$ cat src/rtl/bg_pixel_fetch.sv
// Background pixel fetch: scrolls raster coordinates into the background image ROM
// and delivers the returned pixel with delay-matched syncs to the VGA pins.
module bg_pixel_fetch #(
    parameter int          IMG_W    = 640,
    parameter int          IMG_H    = 480,
    parameter int          SCR_W    = 640,
    parameter int          ROM_LAT  = 1,
    parameter logic [11:0] BG_COLOR = 12'h000,
    parameter bit          SYNC_POL = 1'b0
) (
    input  logic        clk,
    input  logic        rst,
    input  logic [9:0]  pix_x,
    input  logic [8:0]  pix_y,
    input  logic        video_on,
    input  logic        hsync_in,
    input  logic        vsync_in,
    input  logic [9:0]  scroll_x,
    output logic [18:0] rom_addr,
    input  logic [11:0] rom_data,
    output logic [11:0] rgb,
    output logic        hsync_out,
    output logic        vsync_out,
    output logic [9:0]  scroll_q
);

    localparam int          LAT       = 3 + ROM_LAT;
    localparam logic        SYNC_IDLE = ~SYNC_POL;
    localparam logic [10:0] IMG_W11   = 11'(IMG_W);
    localparam logic [10:0] SCR_W11   = 11'(SCR_W);
    localparam logic [9:0]  IMG_H10   = 10'(IMG_H);

    logic              vsync_q;
    logic              frame_start;
    logic [10:0]       sum;
    logic [10:0]       col_next;
    logic              in_img_next;
    logic [9:0]        col_1;
    logic [8:0]        row_1;
    logic              in_img_1;
    logic              vid_1;
    logic [ROM_LAT:0]  in_img_d;
    logic [ROM_LAT:0]  vid_d;
    logic [LAT-1:0]    hs_sr;
    logic [LAT-1:0]    vs_sr;

    // Frame start is the trailing edge of the vsync pulse.
    assign frame_start = (vsync_q == SYNC_POL) && (vsync_in != SYNC_POL);

    always_ff @(posedge clk or posedge rst) begin
        if (rst) begin
            vsync_q  <= SYNC_IDLE;
            scroll_q <= '0;
        end else begin
            // NOTE: non-blocking so every register samples pre-edge values regardless of statement order.
            vsync_q <= vsync_in;
            if (frame_start)
                scroll_q <= ({1'b0, scroll_x} < IMG_W11) ? scroll_x : 10'(IMG_W - 1);
        end
    end

    // Both operands are below IMG_W, so a single conditional subtract wraps the column.
    always_comb begin
        sum         = {1'b0, pix_x} + {1'b0, scroll_q};
        col_next    = (sum >= IMG_W11) ? (sum - IMG_W11) : sum;
        in_img_next = video_on && ({1'b0, pix_x} < SCR_W11) && ({1'b0, pix_y} < IMG_H10);
    end

    always_ff @(posedge clk or posedge rst) begin
        if (rst) begin
            col_1    <= '0;
            row_1    <= '0;
            in_img_1 <= 1'b0;
            vid_1    <= 1'b0;
            rom_addr <= '0;
            in_img_d <= '0;
            vid_d    <= '0;
            rgb      <= '0;
        end else begin
            col_1    <= col_next[9:0];
            row_1    <= pix_y;
            in_img_1 <= in_img_next;
            vid_1    <= video_on;

            // Address is held outside the image to keep the ROM bus quiet.
            if (in_img_1)
                rom_addr <= 19'(row_1) * 19'(IMG_W) + 19'(col_1);

            in_img_d[0] <= in_img_1;
            vid_d[0]    <= vid_1;
            for (int k = 1; k <= ROM_LAT; k++) begin
                in_img_d[k] <= in_img_d[k-1];
                vid_d[k]    <= vid_d[k-1];
            end

            // Cleared valid bits on reset keep stale ROM words off the pins.
            rgb <= in_img_d[ROM_LAT] ? rom_data : (vid_d[ROM_LAT] ? BG_COLOR : 12'h000);
        end
    end

    always_ff @(posedge clk or posedge rst) begin
        if (rst) begin
            hs_sr <= {LAT{SYNC_IDLE}};
            vs_sr <= {LAT{SYNC_IDLE}};
        end else begin
            hs_sr <= {hs_sr[LAT-2:0], hsync_in};
            vs_sr <= {vs_sr[LAT-2:0], vsync_in};
        end
    end

    assign hsync_out = hs_sr[LAT-1];
    assign vsync_out = vs_sr[LAT-1];

endmodule
$ cat config.mk
export PLATFORM = sky130hd
export DESIGN_NAME = bg_pixel_fetch
export DESIGN_NICKNAME = d
export VERILOG_FILES = /design/src/rtl/bg_pixel_fetch.sv
export SDC_FILE = /design/constraint.sdc
export NUM_CORES = 1
export LEC_CHECK = 0
export BUFFER_PORTS_ARGS = -buffer_cell sky130_fd_sc_hd__buf_4
export CORE_ASPECT_RATIO = 2
export CORE_UTILIZATION = 48
export DETAILED_ROUTE_END_ITERATION = 12
export GPL_TIMING_DRIVEN = 0
export PLACE_DENSITY = 0.79
export SLEW_MARGIN = 20
export SYNTH_ARGS = -nofsm -noshare
export SYNTH_HDL_FRONTEND = slang
export SYNTH_SLANG_ARGS = --single-unit
$ cat constraint.sdc
create_clock -name clk -period 5 [get_ports clk]
set_clock_uncertainty 0.2 [all_clocks]
set_input_delay 1 -clock clk [delete_from_list [all_inputs] [get_ports clk]]
set_output_delay 1 -clock clk [all_outputs]
set_load 0.005 [all_outputs]
Word-level counts from Yosys, hierarchy flattened
Cells that the tools add are included.
{"block": "totals", "register_bits": 72, "input_bits": 46, "output_inout_bits": 43}
{"block": "op_classes", "n_mux": 3, "n_addsub": 3, "n_bitwise": 1, "magnitude_cmp": 4, "mul": 1, "n_reduce_logical": 3}
{"operator": "$lt A10 B10 Y1 const B", "count": 2}
{"operator": "$mux W10", "count": 2}
{"operator": "$add A19 B10 Y19", "count": 1}
{"operator": "$mul A9 B3 Y12 const B", "count": 1}
{"operator": "$mux W12", "count": 1}
{"operator": "$add A10 B10 Y11", "count": 1}
{"operator": "$ge A11 B10 Y1 const B", "count": 1}
{"operator": "$sub A10 B10 Y10 const B", "count": 1}
{"operator": "$lt A9 B9 Y1 const B", "count": 1}
{"operator": "$logic_and A1 B1 Y1", "count": 3}
{"operator": "$not A1 Y1", "count": 1}

Longest topological paths before layout
Gate-level depths: netlist of run 1.
{"block": "depth", "ltp_word": 3, "depth_mapped": 11}

Worst setup path before layout of run 1
No wires, ideal clock.
{"block": "synth_path", "path_kind": "input port to flip-flop", "startpoint": "input pix_x[3]", "endpoint": "register col_1[7]", "stages": 9, "arrival_ns": 3.036, "slack_ns": 1.699, "setup_ns": 0.065, "path_buffers": 0, "required_time_ns": 4.735, "path_cell_list": "ha_1 -> a21o_1 -> a221oi_2 -> o21ai_0 -> xnor2_1 -> ha_1 -> o41ai_2 -> a211oi_1 -> a21o_1"}
{"block": "synth_via", "elab_chain_cells": 3, "elab_cells_between_ends": 4, "cone_classes": "2 x add/sub; 1 x order compare; 1 x mux"}
{"element": "from (decl)", "line_no": "13", "rtl": "input logic [9:0] pix_x,"}
{"element": "$add A10 B10 Y11 *", "line_no": "64", "rtl": "sum = {1'b0, pix_x} + {1'b0, scroll_q};"}
{"element": "$sub A10 B10 Y10 or $ge A11 B10 Y1 (tied branches)", "line_no": "65", "rtl": "col_next = (sum >= IMG_W11) ? (sum - IMG_W11) : sum;"}
{"element": "$mux W10 *", "line_no": "65"}
{"element": "net col_next[7]", "line_no": "36", "rtl": "logic [10:0] col_next;"}
{"element": "to (signal assigned)", "line_no": "80", "rtl": "col_1 <= col_next[9:0];"}
{"element": "to (decl)", "line_no": "38", "rtl": "logic [9:0] col_1;"}
The timed path passes the listed nets; every way through them passes the cells marked *.
A chain may end at the register's enable or synchronous reset.

Final worst setup path of run 1
{"block": "layout_path", "startpoint": "input pix_x[3]", "endpoint": "register col_1[8]"}
The elaborated chain is that of the path after synthesis.

==> results of run 1 <==
## flip-flops by register name, indices dropped and copies added, names as in the netlist
register,cells
rgb,12
in_img_1,1
in_img_d,2
scroll_q,10
vs_sr,4
col_1,10
hs_sr,4
row_1,9
rom_addr,19
## routing by layer
layer,vias up,share of wire
li1,1160,-
met1,1155,0.31
met2,70,0.61
met3,14,0.046
met4,0,0.032
met5,-,0
## worst min-delay path by stage
stage                          start               endpoint  cells after the start
2_1_floorplan  in_img_d[0]$_DFF_PP0_  in_img_d[1]$_DFF_PP0_                      0
3_3_place_gp   in_img_d[0]$_DFF_PP0_  in_img_d[1]$_DFF_PP0_                      0
3_5_place_dp   in_img_d[0]$_DFF_PP0_  in_img_d[1]$_DFF_PP0_                      0
4_1_cts        in_img_d[0]$_DFF_PP0_  in_img_d[1]$_DFF_PP0_                      0
5_1_grt           hs_sr[1]$_DFF_PP1_     hs_sr[2]$_DFF_PP1_                      0
6_report       in_img_d[0]$_DFF_PP0_  in_img_d[1]$_DFF_PP0_                      0
## through the flow
stage	hold WS, ns	std cells	instance area [um2]	total power, uW
after floorplan	0.1312	268	3284	1064
final	0.1449	461	4384	1923
after CTS	0.1481	461	4384	1947
after global placement	0.1367	444	4055	1271
after global routing	0.1578	461	4384	2032
after detailed placement	0.1356	445	4085	1300
## synthesized netlist by cell type
library cell	n
a211oi_1	4
a21o_1	6
a21oi_1	18
a221oi_2	1
a31oi_1	2
a41oi_1	1
and2_1	12
and3_2	1
buf_1	1
clkbuf_1	4
dfrtp_1	63
dfstp_2	8
fa_1	3
ha_1	28
inv_1	10
mux2_2	12
mux2i_1	1
nand2_1	11
nand2b_1	2
nand3_1	2
nand3b_1	2
nand4_1	3
nor2_1	13
nor2b_1	5
nor3_1	1
o2111ai_1	2
o21a_1	1
o21ai_0	13
o21bai_1	2
o22a_1	7
o22ai_1	1
o311ai_0	1
o31ai_1	2
o41ai_2	1
or3_1	2
or4_1	1
or4_4	1
xnor2_1	13
xor2_1	7
## cell usage in the layout (no fill, tap or decap), drive strengths merged, types with 12 or more instances in the layout
master,instances
buf,90
dfrtp,63
ha,28
a21oi,18
clkbuf,15
o21ai,13
nor2,13
xnor2,13
and2,12
mux2,12
## power by group through the flow
stage          sequential [uW]  combinational, uW  clock [uW]
2_1_floorplan              755                310           0
3_3_place_gp               755                515           0
3_5_place_dp               762                539           0
4_1_cts                    753                545         648
5_1_grt                    764                598         670
6_report                   751                539         634
## cell families (layout without fill, tap and decap cells)
group	Yosys count	after routing	share of synthesized area
multiplexers	13	13	0.04419
buffers and inverters	15	120	0.01714
AO/OA/AOI/OAI	62	62	0.1261
AND/OR/NAND/NOR	56	56	0.09028
XOR/XNOR	20	20	0.05333
flip-flops	71	71	0.5440
adder cells (fa/ha/maj)	31	31	0.1250
## final cells by class
| type | count | area [um2] | share of cell area |
|---|---|---|---|
| clock buffers | 11 | 242.7 | 0.05537 |
| multi-input cells | 182 | 1441 | 0.3288 |
| plain buffers | 5 | 18.77 | 0.004281 |
| clock inverters | 5 | 56.30 | 0.01284 |
| inverters | 10 | 40.04 | 0.009132 |
| flip-flops and latches | 71 | 1787 | 0.4075 |
| repair buffers | 89 | 688.2 | 0.1570 |
| well taps | 88 | 110.1 | 0.02511 |
## worst max-delay path, delay by kind of cell
kind,cells,cell delay (ns)
buf+inv,1,0.11
xor+xnor,1,0.40
fa+ha+maj,2,0.68
compound gates,6,1.18
==> flow_summary.yaml, run 1 <==
setup_path:
  slowest_delay_ns: 0.40
  slowest_stage: "a221oi_2"
  reg2reg_depth: 10
  endpoint: "col_1[8]$_DFF_PP0_"
  rr_startpoint: "row_1[1]$_DFF_PP0_"
  critPathLaunchType: "input port"
  required_ns: 5.01
  cp_max_fo: 5
  crit_start: "pix_x[3]"
  end_kind: "flop"
  worstReg2RegEnd: "rom_addr[17]$_DFFE_PP0P_"
  cpMostUsedCell: "ha_1"
  worst_ep_arrival_time_ns: 3.39
  critPathKind: "input port to flop"
  crit_chain: "buf_4 > ha_1 > a21o_1 > a221oi_2 > o21ai_0 > xnor2_1 > ha_1 > o31ai_1 > a21oi_1 > o22ai_1"
  reg2reg_slack_ns: 1.95
clocking:
  cts_sinks: 71
  cts_resized: 0
  htreeDepth: 3
  cts_buffers: 9
  clkTransAtPathRegs_ns: 0.05
  root_buffer: "clkbuf_16"
  cts_buffer_depth: 2
  cts_setup_buffers: 0
  insertion_delay_ns: 0.33
  hold_buffers: 0
  cts_tree: "done"
die:
  ioPinCount: 89
  fp.dieH_um: 119.0
  design.die.area_um2: 7197
  rows: 42
  core_um2: 6621
  die_w_um: 60.49
  initial_core_util: 0.4960
power_and_ir_drop:
  seqPwrFrac: 0.390
  p_per_area_nw_per_um2: 438.7
  power_frac_comb: 0.280
  p_leak_uw: 0.002064
  clock_power_share: 0.330
  swShare: 0.2822
  ir_drop_uv: 266.9
  internal_power_uw: 1381
  p_sw_uw: 542.8
logic_synthesis:
  synth.top_cell.area_share: 0.4800
  synth_top_area_cell: "dfrtp_1"
  synth_cell_types: 39
  ys_ff_latch: 71
  avgSynthCellArea_um2: 12.26
  ys_warn_count: 0
  ys_seq_area_frac: 0.5440
  synthTopCellsByArea: "dfrtp_1, ha_1, dfstp_2, mux2_2, xnor2_1"
  netlist_instances: 268
  synth_nets: 345
  synth_area_um2: 3284
detailed_routing:
  detail_route.vias_per_cell: 5.204
  finalWirelength_um: 6740
  drc: 0
  ant_nets: 0
  first_pass_iters: 4
  drt_iter0_drc: 88
  wl_per_cell_um: 14.62
  vias: 2399
timing:
  fin_crit_sh: 0.6760
  setup_tns_ns: 0
  relSlewSlack: 0.5692
  setup_ws_ns: 1.620
  fmax_mhz: 295.9
  min_period_ns: 3.380
  worst_pin_slew_ns: 0.6380
  final-hold-violation-count: 0
  setup_viol: 0
  slew_violations: 0
  rsz0062_at_grt: "no"
layout:
  antennaDiodeCount: 0
  area_growth_pct: 33.49
  nFillCells: 538
  post-route-util: 0.6621
  drive_gt1_frac: 0.3458
  final_nets: 445
global_route:
  globalRouteMet3Util: 0.05212
  use_met2: 0.4032
  overflow: 0
  grt.busiest_layer: "met2"
  grt_pass1_wl_um: 11180
  antenna_found_initial: 0
  grt_pass1_vias: 2537
  grt_use_total: 0.2124
  grt_max_degree: 60
  met1_usage: 0.1881
placement:
  post-place-ws_ns: 1.314
  gp_congestion: 0.8273
  post-dp-hpwl_um: 5342
  place.port_buffers: 88
status:
  status: "finished, final reports clean"
hold_path:
  holdCritPathClass: "flop to flop"
run:
  cap_viol_max_count: 0
Power figures use the tool's default switching activity.
==> run 2, diff against run 1 <==
--- a/config.mk
+++ b/config.mk
@@ -5,12 +5,13 @@
 export SDC_FILE = /design/constraint.sdc
 export NUM_CORES = 1
 export LEC_CHECK = 0
+export ABC_AREA = 1
 export BUFFER_PORTS_ARGS = -buffer_cell sky130_fd_sc_hd__buf_4
 export CORE_ASPECT_RATIO = 2
 export CORE_UTILIZATION = 48
 export DETAILED_ROUTE_END_ITERATION = 12
 export GPL_TIMING_DRIVEN = 0
-export PLACE_DENSITY = 0.79
+export PLACE_DENSITY = 0.81
 export SLEW_MARGIN = 20
 export SYNTH_ARGS = -nofsm -noshare
 export SYNTH_HDL_FRONTEND = slang
==> constraint.sdc (replaced) <==
create_clock -name clk -period 2.85 [get_ports clk]
set_clock_uncertainty 0.2 [all_clocks]
set_input_delay 0.57 -clock clk [delete_from_list [all_inputs] [get_ports clk]]
set_output_delay 0.57 -clock clk [all_outputs]
set_load 0.005 [all_outputs]
==> run 2 against run 1 <==
Against the previous run: via count rose by 36%; utilization fell by 1.8 points; wire length rose by 34%; cell count increased by 38%; worst hold slack got worse by 0.13 ns; critical path type is now flop to flop; first-iteration DRC count up 2.3%; global-route usage up 2.6 points.
==> flow_summary.yaml, run 2 <==
setup_path:
  end_kind: "flop"
  reg2reg_slack_ns: 0.16
  required_ns: 2.87
  critPathLaunchType: "flop"
  worst_ep_arrival_time_ns: 2.71
  critPathKind: "flop to flop"
  cp_max_fo: 4
  reg2reg_depth: 12
detailed_routing:
  first_pass_iters: 4
  drt_iter0_drc: 90
  detail_route.vias_per_cell: 5.131
  wl_per_cell_um: 14.17
  drc: 0
  ant_nets: 0
  vias: 3263
  finalWirelength_um: 9013
layout:
  stdcell_area_um2: 4862
  antennaDiodeCount: 0
  largest_reg_flops: 19
  top_regs: "rom_addr: 19 flops, rgb: 12 flops"
  final_nets: 614
  area_growth_pct: 31.20
  fin_cells: 636
  final_common_cell: "nand2_1"
  drive_gt1_frac: 0.2970
  nFillCells: 621
  regMostFlops: "rom_addr"
  final_cell_mix: "nand2_1, buf_4, dfrtp_1"
clocking:
  cts_sinks: 71
  root_buffer: "clkbuf_16"
  cts_buffer_depth: 2
  insertion_delay_ns: 0.33
  cts_tree: "done"
  clkTransAtPathRegs_ns: 0.06
  cts_buffers: 9
  htreeDepth: 3
run:
  cap_viol_max_count: 0
timing:
  min_period_ns: 2.688
  slew_violations: 0
  setup_ws_ns: 0.1619
  hold_slack_ns: 0.01116
  final-hold-violation-count: 0
  worst_pin_slew_ns: 0.6020
  setup_tns_ns: 0
  fin_crit_sh: 0.9432
  fmax_mhz: 372.0
  setup_viol: 0
  relSlewSlack: 0.5972
die:
  initial_core_util: 0.4912
  rows: 45
  fp.dieH_um: 126.3
  design.die.area_um2: 8097
  die_w_um: 64.13
  core_um2: 7545
  ioPinCount: 89
logic_synthesis:
  avgSynthCellArea_um2: 8.520
  synth_top_family_by_area: "simple AND/OR/NAND/NOR gates"
  synth_compound_area_frac: 0.05503
  ys_ff_latch: 71
  synth_top_area_cell: "dfrtp_1"
  synth_commonest_cells: "nand2_1, dfrtp_1, inv_1"
  synth_nets: 512
  synth-xor-area-share: 0.007090
  yosys.area_share.simple: 0.2768
  ys_warn_count: 0
  synth_cell_types: 35
  synth_area_um2: 3706
  synth_ff_type: "dfrtp_1"
  synthAdderAreaFrac: 0.1107
  synthTopCellsByArea: "dfrtp_1, nand2_1, ha_1, dfstp_2, inv_1"
  netlist_instances: 435
  synth.top_cell.area_share: 0.4254
  synth_async_sr_flop_share: 1.000
  synthMuxAreaShare: 0
  synth.most_common_cell: "nand2_1"
  ys_seq_area_frac: 0.4821
  synth_edf_count: 0
placement:
  gp_congestion: 1.008
  post-place-ws_ns: -0.1846
  dp_cells: 618
  post-dp-hpwl_um: 6786
  place.port_buffers: 88
  place_area_um2: 4507
global_route:
  grt_max_degree: 46
  grt_use_total: 0.2380
  grt_pass1_vias: 3408
  antenna_found_initial: 0
  overflow: 0
  grt_pass1_wl_um: 14570
status:
  status: "finished, final reports clean"
power_and_ir_drop:
  p_per_area_nw_per_um2: 696.6
  ir_drop_uv: 401.2
  p_leak_uw: 0.002706
hold_path:
  holdCritPathClass: "input port to asynchronous set/reset pin"
## run 2: kinds of logic after synthesis
kind of cell	Yosys count
simple gates	230
flops	71
buf+inv	66
compound gates	34
fa+ha+maj	31
xor+xnor	3
## run 2: path summary, 6_finish.rpt
check,start,end
min,rst,rgb[6]$_DFF_PP0_
max in group asynchronous,rst,vs_sr[1]$_DFF_PP1_
min in group clk,pix_y[2],row_1[2]$_DFF_PP0_
max,row_1[3]$_DFF_PP0_,rom_addr[16]$_DFFE_PP0P_
min reg2reg,in_img_d[0]$_DFF_PP0_,in_img_d[1]$_DFF_PP0_
max reg2reg,row_1[3]$_DFF_PP0_,rom_addr[16]$_DFFE_PP0P_
## run 2: worst max-delay path, cell delays in order, from the launching register on
cell     delay, ns
dfrtp_1       0.43
ha_4          0.27
ha_4          0.16
fa_2          0.60
nand4_1       0.10
o21ai_2       0.17
nand2_1       0.10
nor2_1        0.12
nand2_1       0.11
nor2_2        0.12
nand2_1       0.08
nand3_2       0.07
nand2_1       0.05
## run 2: repair_timing
item                       4_1_cts  5_1_grt
buffers inserted                 0        2
hold buffers                     0        0
resized for setup                0        8
setup endpoints to repair        0        4
## run 2: routing by layer
| metal | up-vias | wire, um | global-route usage |
|---|---|---|---|
| li1 | 1579 | - | - |
| met1 | 1557 | 2915 | 0.2042 |
| met4 | 0 | 402 | 0.1725 |
| met2 | 98 | 5384 | 0.4612 |
| met5 | - | 0 | 0 |
| met3 | 29 | 311 | 0.04438 |
## run 2: layout make-up
class	count	area, um2	area share
Tap cell	94	117.6	0.02419
Clock buffer	11	242.7	0.04992
Timing Repair Buffer	91	695.7	0.1431
Buffer	5	22.52	0.004632
Clock inverter	5	56.30	0.01158
Multi-Input combinational cell	298	1708	0.3513
Sequential cell	71	1787	0.3675
Inverter	61	232.7	0.04786
## run 2: power breakdown
part,leakage [uW],internal [uW],switching (uW)
registers,0.000861,1180,93.8
logic,0.00170,443,548
clock network,0.000146,701,420
total,0.00271,2330,1060
## run 2: through the flow
stage | utilization | total power [uW]
2_1_floorplan | - | 1868
3_3_place_gp | 0.5944 | 2193
3_5_place_dp | 0.5973 | 2249
4_1_cts | 0.6370 | 3389
5_1_grt | 0.6444 | 3584
6_report | 0.6444 | 3387
==> run 3, diff against run 2 <==
--- a/config.mk
+++ b/config.mk
@@ -7,11 +7,11 @@
 export LEC_CHECK = 0
 export ABC_AREA = 1
 export BUFFER_PORTS_ARGS = -buffer_cell sky130_fd_sc_hd__buf_4
-export CORE_ASPECT_RATIO = 2
 export CORE_UTILIZATION = 48
 export DETAILED_ROUTE_END_ITERATION = 12
 export GPL_TIMING_DRIVEN = 0
-export PLACE_DENSITY = 0.81
+export PLACE_DENSITY = 0.78
+export RECOVER_POWER = 25
 export SLEW_MARGIN = 20
 export SYNTH_ARGS = -nofsm -noshare
 export SYNTH_HDL_FRONTEND = slang
==> constraint.sdc (replaced) <==
create_clock -name clk -period 2.59 [get_ports clk]
set_clock_uncertainty 0.2 [all_clocks]
set_input_delay 0.518 -clock clk [delete_from_list [all_inputs] [get_ports clk]]
set_output_delay 0.518 -clock clk [all_outputs]
set_load 0.005 [all_outputs]
==> run 3 against run 2 <==
Against the previous run: sequential cell count unchanged; clock power decreased by 20%; maximum frequency up 5.4%.
==> flow_summary.yaml, run 3 (synthesis results as in run 2) <==
global_route:
  grt_use_total: 0.1977
  antenna_found_initial: 0
  grt_pass1_vias: 3061
  grt_max_degree: 55
  grt_pass1_wl_um: 12820
  overflow: 0
timing:
  slew_violations: 0
  min_period_ns: 2.551
  final-hold-violation-count: 0
  worst_pin_slew_ns: 0.8246
  fmax_mhz: 391.9
  fin_crit_sh: 0.9851
  relSlewSlack: 0.4473
  setup_tns_ns: 0
  rsz0062_at_grt: "yes"
  setup_viol: 0
layout:
  fin_cells: 648
  post-route-util: 0.6533
  multi_input_area_um2: 1712
  final_cell_mix: "nand2_1, buf_4, dfrtp_1"
  area_growth_pct: 29.91
  largest_reg_flops: 19
  seqCellArea_um2: 1787
  antennaDiodeCount: 0
  nFillCells: 629
  drive_gt1_frac: 0.2969
  final_common_cell: "nand2_1"
  final_nets: 621
  top_regs: "rom_addr: 19 flops, rgb: 12 flops"
  regMostFlops: "rom_addr"
status:
  status: "finished, final reports clean"
detailed_routing:
  finalWirelength_um: 7645
  detail_route.vias_per_cell: 4.904
  vias: 3178
  drc: 0
  first_pass_iters: 4
  wl_per_cell_um: 11.80
  ant_nets: 0
  drt_iter0_drc: 110
hold_path:
  hold_depth: 1
  min_to: "vs_sr[0]$_DFF_PP1_"
  holdCritPathClass: "input port to flop"
  hp-start: "vsync_in"
power_and_ir_drop:
  p_sw_uw: 1109
  clock_power_share: 0.264
  internal_power_uw: 2274
  finalPower_uw: 3383
  seqPwrFrac: 0.413
  swShare: 0.3279
  p_leak_uw: 0.002681
  ir_drop_uv: 322.6
  power_frac_comb: 0.323
  p_per_area_nw_per_um2: 702.7
die:
  die_w_um: 89.87
  initial_core_util: 0.5029
  core_um2: 7370
  ioPinCount: 89
  rows: 31
  design.die.area_um2: 8077
  fp.dieH_um: 89.87
setup_path:
  worst_ep_arrival_time_ns: 2.59
  rr_startpoint: "row_1[1]$_DFF_PP0_"
  crit_family: "adder cells"
  end_kind: "flop"
  slowest_stage: "fa_1"
  crit_chain: "ha_1 > ha_2 > fa_1 > nand4_1 > o21ai_2 > nand2_2 > nor2_2 > nand2_2 > nor2_4 > nand2_1 > nand3_1 > nand2_1"
  required_ns: 2.63
  worstReg2RegEnd: "rom_addr[16]$_DFFE_PP0P_"
  reg2reg_slack_ns: 0.04
  worst-path-buf-inv: 0
  critPathLaunchType: "flop"
  critPathKind: "flop to flop"
  slowest_delay_ns: 0.52
  path_depth: 12
  cp_max_fo: 3
  reg2reg_depth: 12
placement:
  dp_cells: 623
  place.port_buffers: 88
  post-dp-hpwl_um: 5841
  gp_congestion: 0.8241
clocking:
  cts_buffers: 9
  cts_sinks: 71
  htreeDepth: 3
  insertion_delay_ns: 0.35
  root_buffer: "clkbuf_8"
  clkTransAtPathRegs_ns: 0.08
  cts_tree: "done"
  cts_buffer_depth: 2
run:
  cap_viol_max_count: 0
-- run 3: cell types whose count changed in the layout (fill, tap and decap cells not counted), sizes merged --
cell         before  now
clkbuf           15   28
clkinv            4    6
buf              92   85
dlygate4sd3       0    1
inv              60   58
-- run 3: cell type report --
| type | instances | area share |
|---|---|---|
| Sequential cell | 71 | 0.3711 |
| Multi-Input combinational cell | 298 | 0.3555 |
| Timing Repair Buffer | 98 | 0.1536 |
| Inverter | 61 | 0.04808 |
| Clock buffer | 11 | 0.02937 |
| Tap cell | 99 | 0.02573 |
| Clock inverter | 5 | 0.01195 |
| Buffer | 5 | 0.004678 |
-- run 3: how the worst max path moves through the flow --
stage	startpoint	end	slack, ns
final	row_1[1]$_DFF_PP0_	rom_addr[16]$_DFFE_PP0P_	0.04
after global routing	row_1[1]$_DFF_PP0_	rom_addr[16]$_DFFE_PP0P_	-0.14
after CTS	row_1[1]$_DFF_PP0_	rom_addr[16]$_DFFE_PP0P_	-0.004
after detailed placement	pix_x[0]	col_1[8]$_DFF_PP0_	-0.33
after global placement	rst	rom_addr[8]$_DFFE_PP0P_	-0.61
after floorplan	pix_x[0]	col_1[7]$_DFF_PP0_	0.02
-- run 3: metrics by stage --
stage	hold slack (ns)	cell area, um2	setup WS [ns]
3_3_place_gp	0.1399	4491	-0.6050
6_report	0.05874	4815	0.03853
5_1_grt	0.05541	4815	-0.1373
4_1_cts	0.05644	4763	-0.004066
2_1_floorplan	0.1312	3706	0.01603
3_5_place_dp	0.1468	4521	-0.3286
-- run 3: repair_timing --
action                                  4_1_cts  5_1_grt
pin swaps                                     4        7
hold buffers                                  1        0
endpoints found under the setup margin        4        7
buffers inserted                              3        5
endpoints found under the hold margin        10        0
resized for setup                             4        8
-- run 3: metal layers --
layer,vias up,wire (um),GRT usage
li1,1593,-,-
met1,1462,3076,0.2215
met2,103,3949,0.3551
met3,20,410,0.04822
met4,0,209,0.08871
met5,-,0,0
-- run 3: power groups by stage --
stage               sequential, uW  combinational (uW)  clock (uW)
CTS                           1400                1060         911
floorplan                     1410                 644           0
finish                        1400                1090         892
detailed placement            1420                1040           0
global placement              1410                 993           0
global route                  1420                1230         968
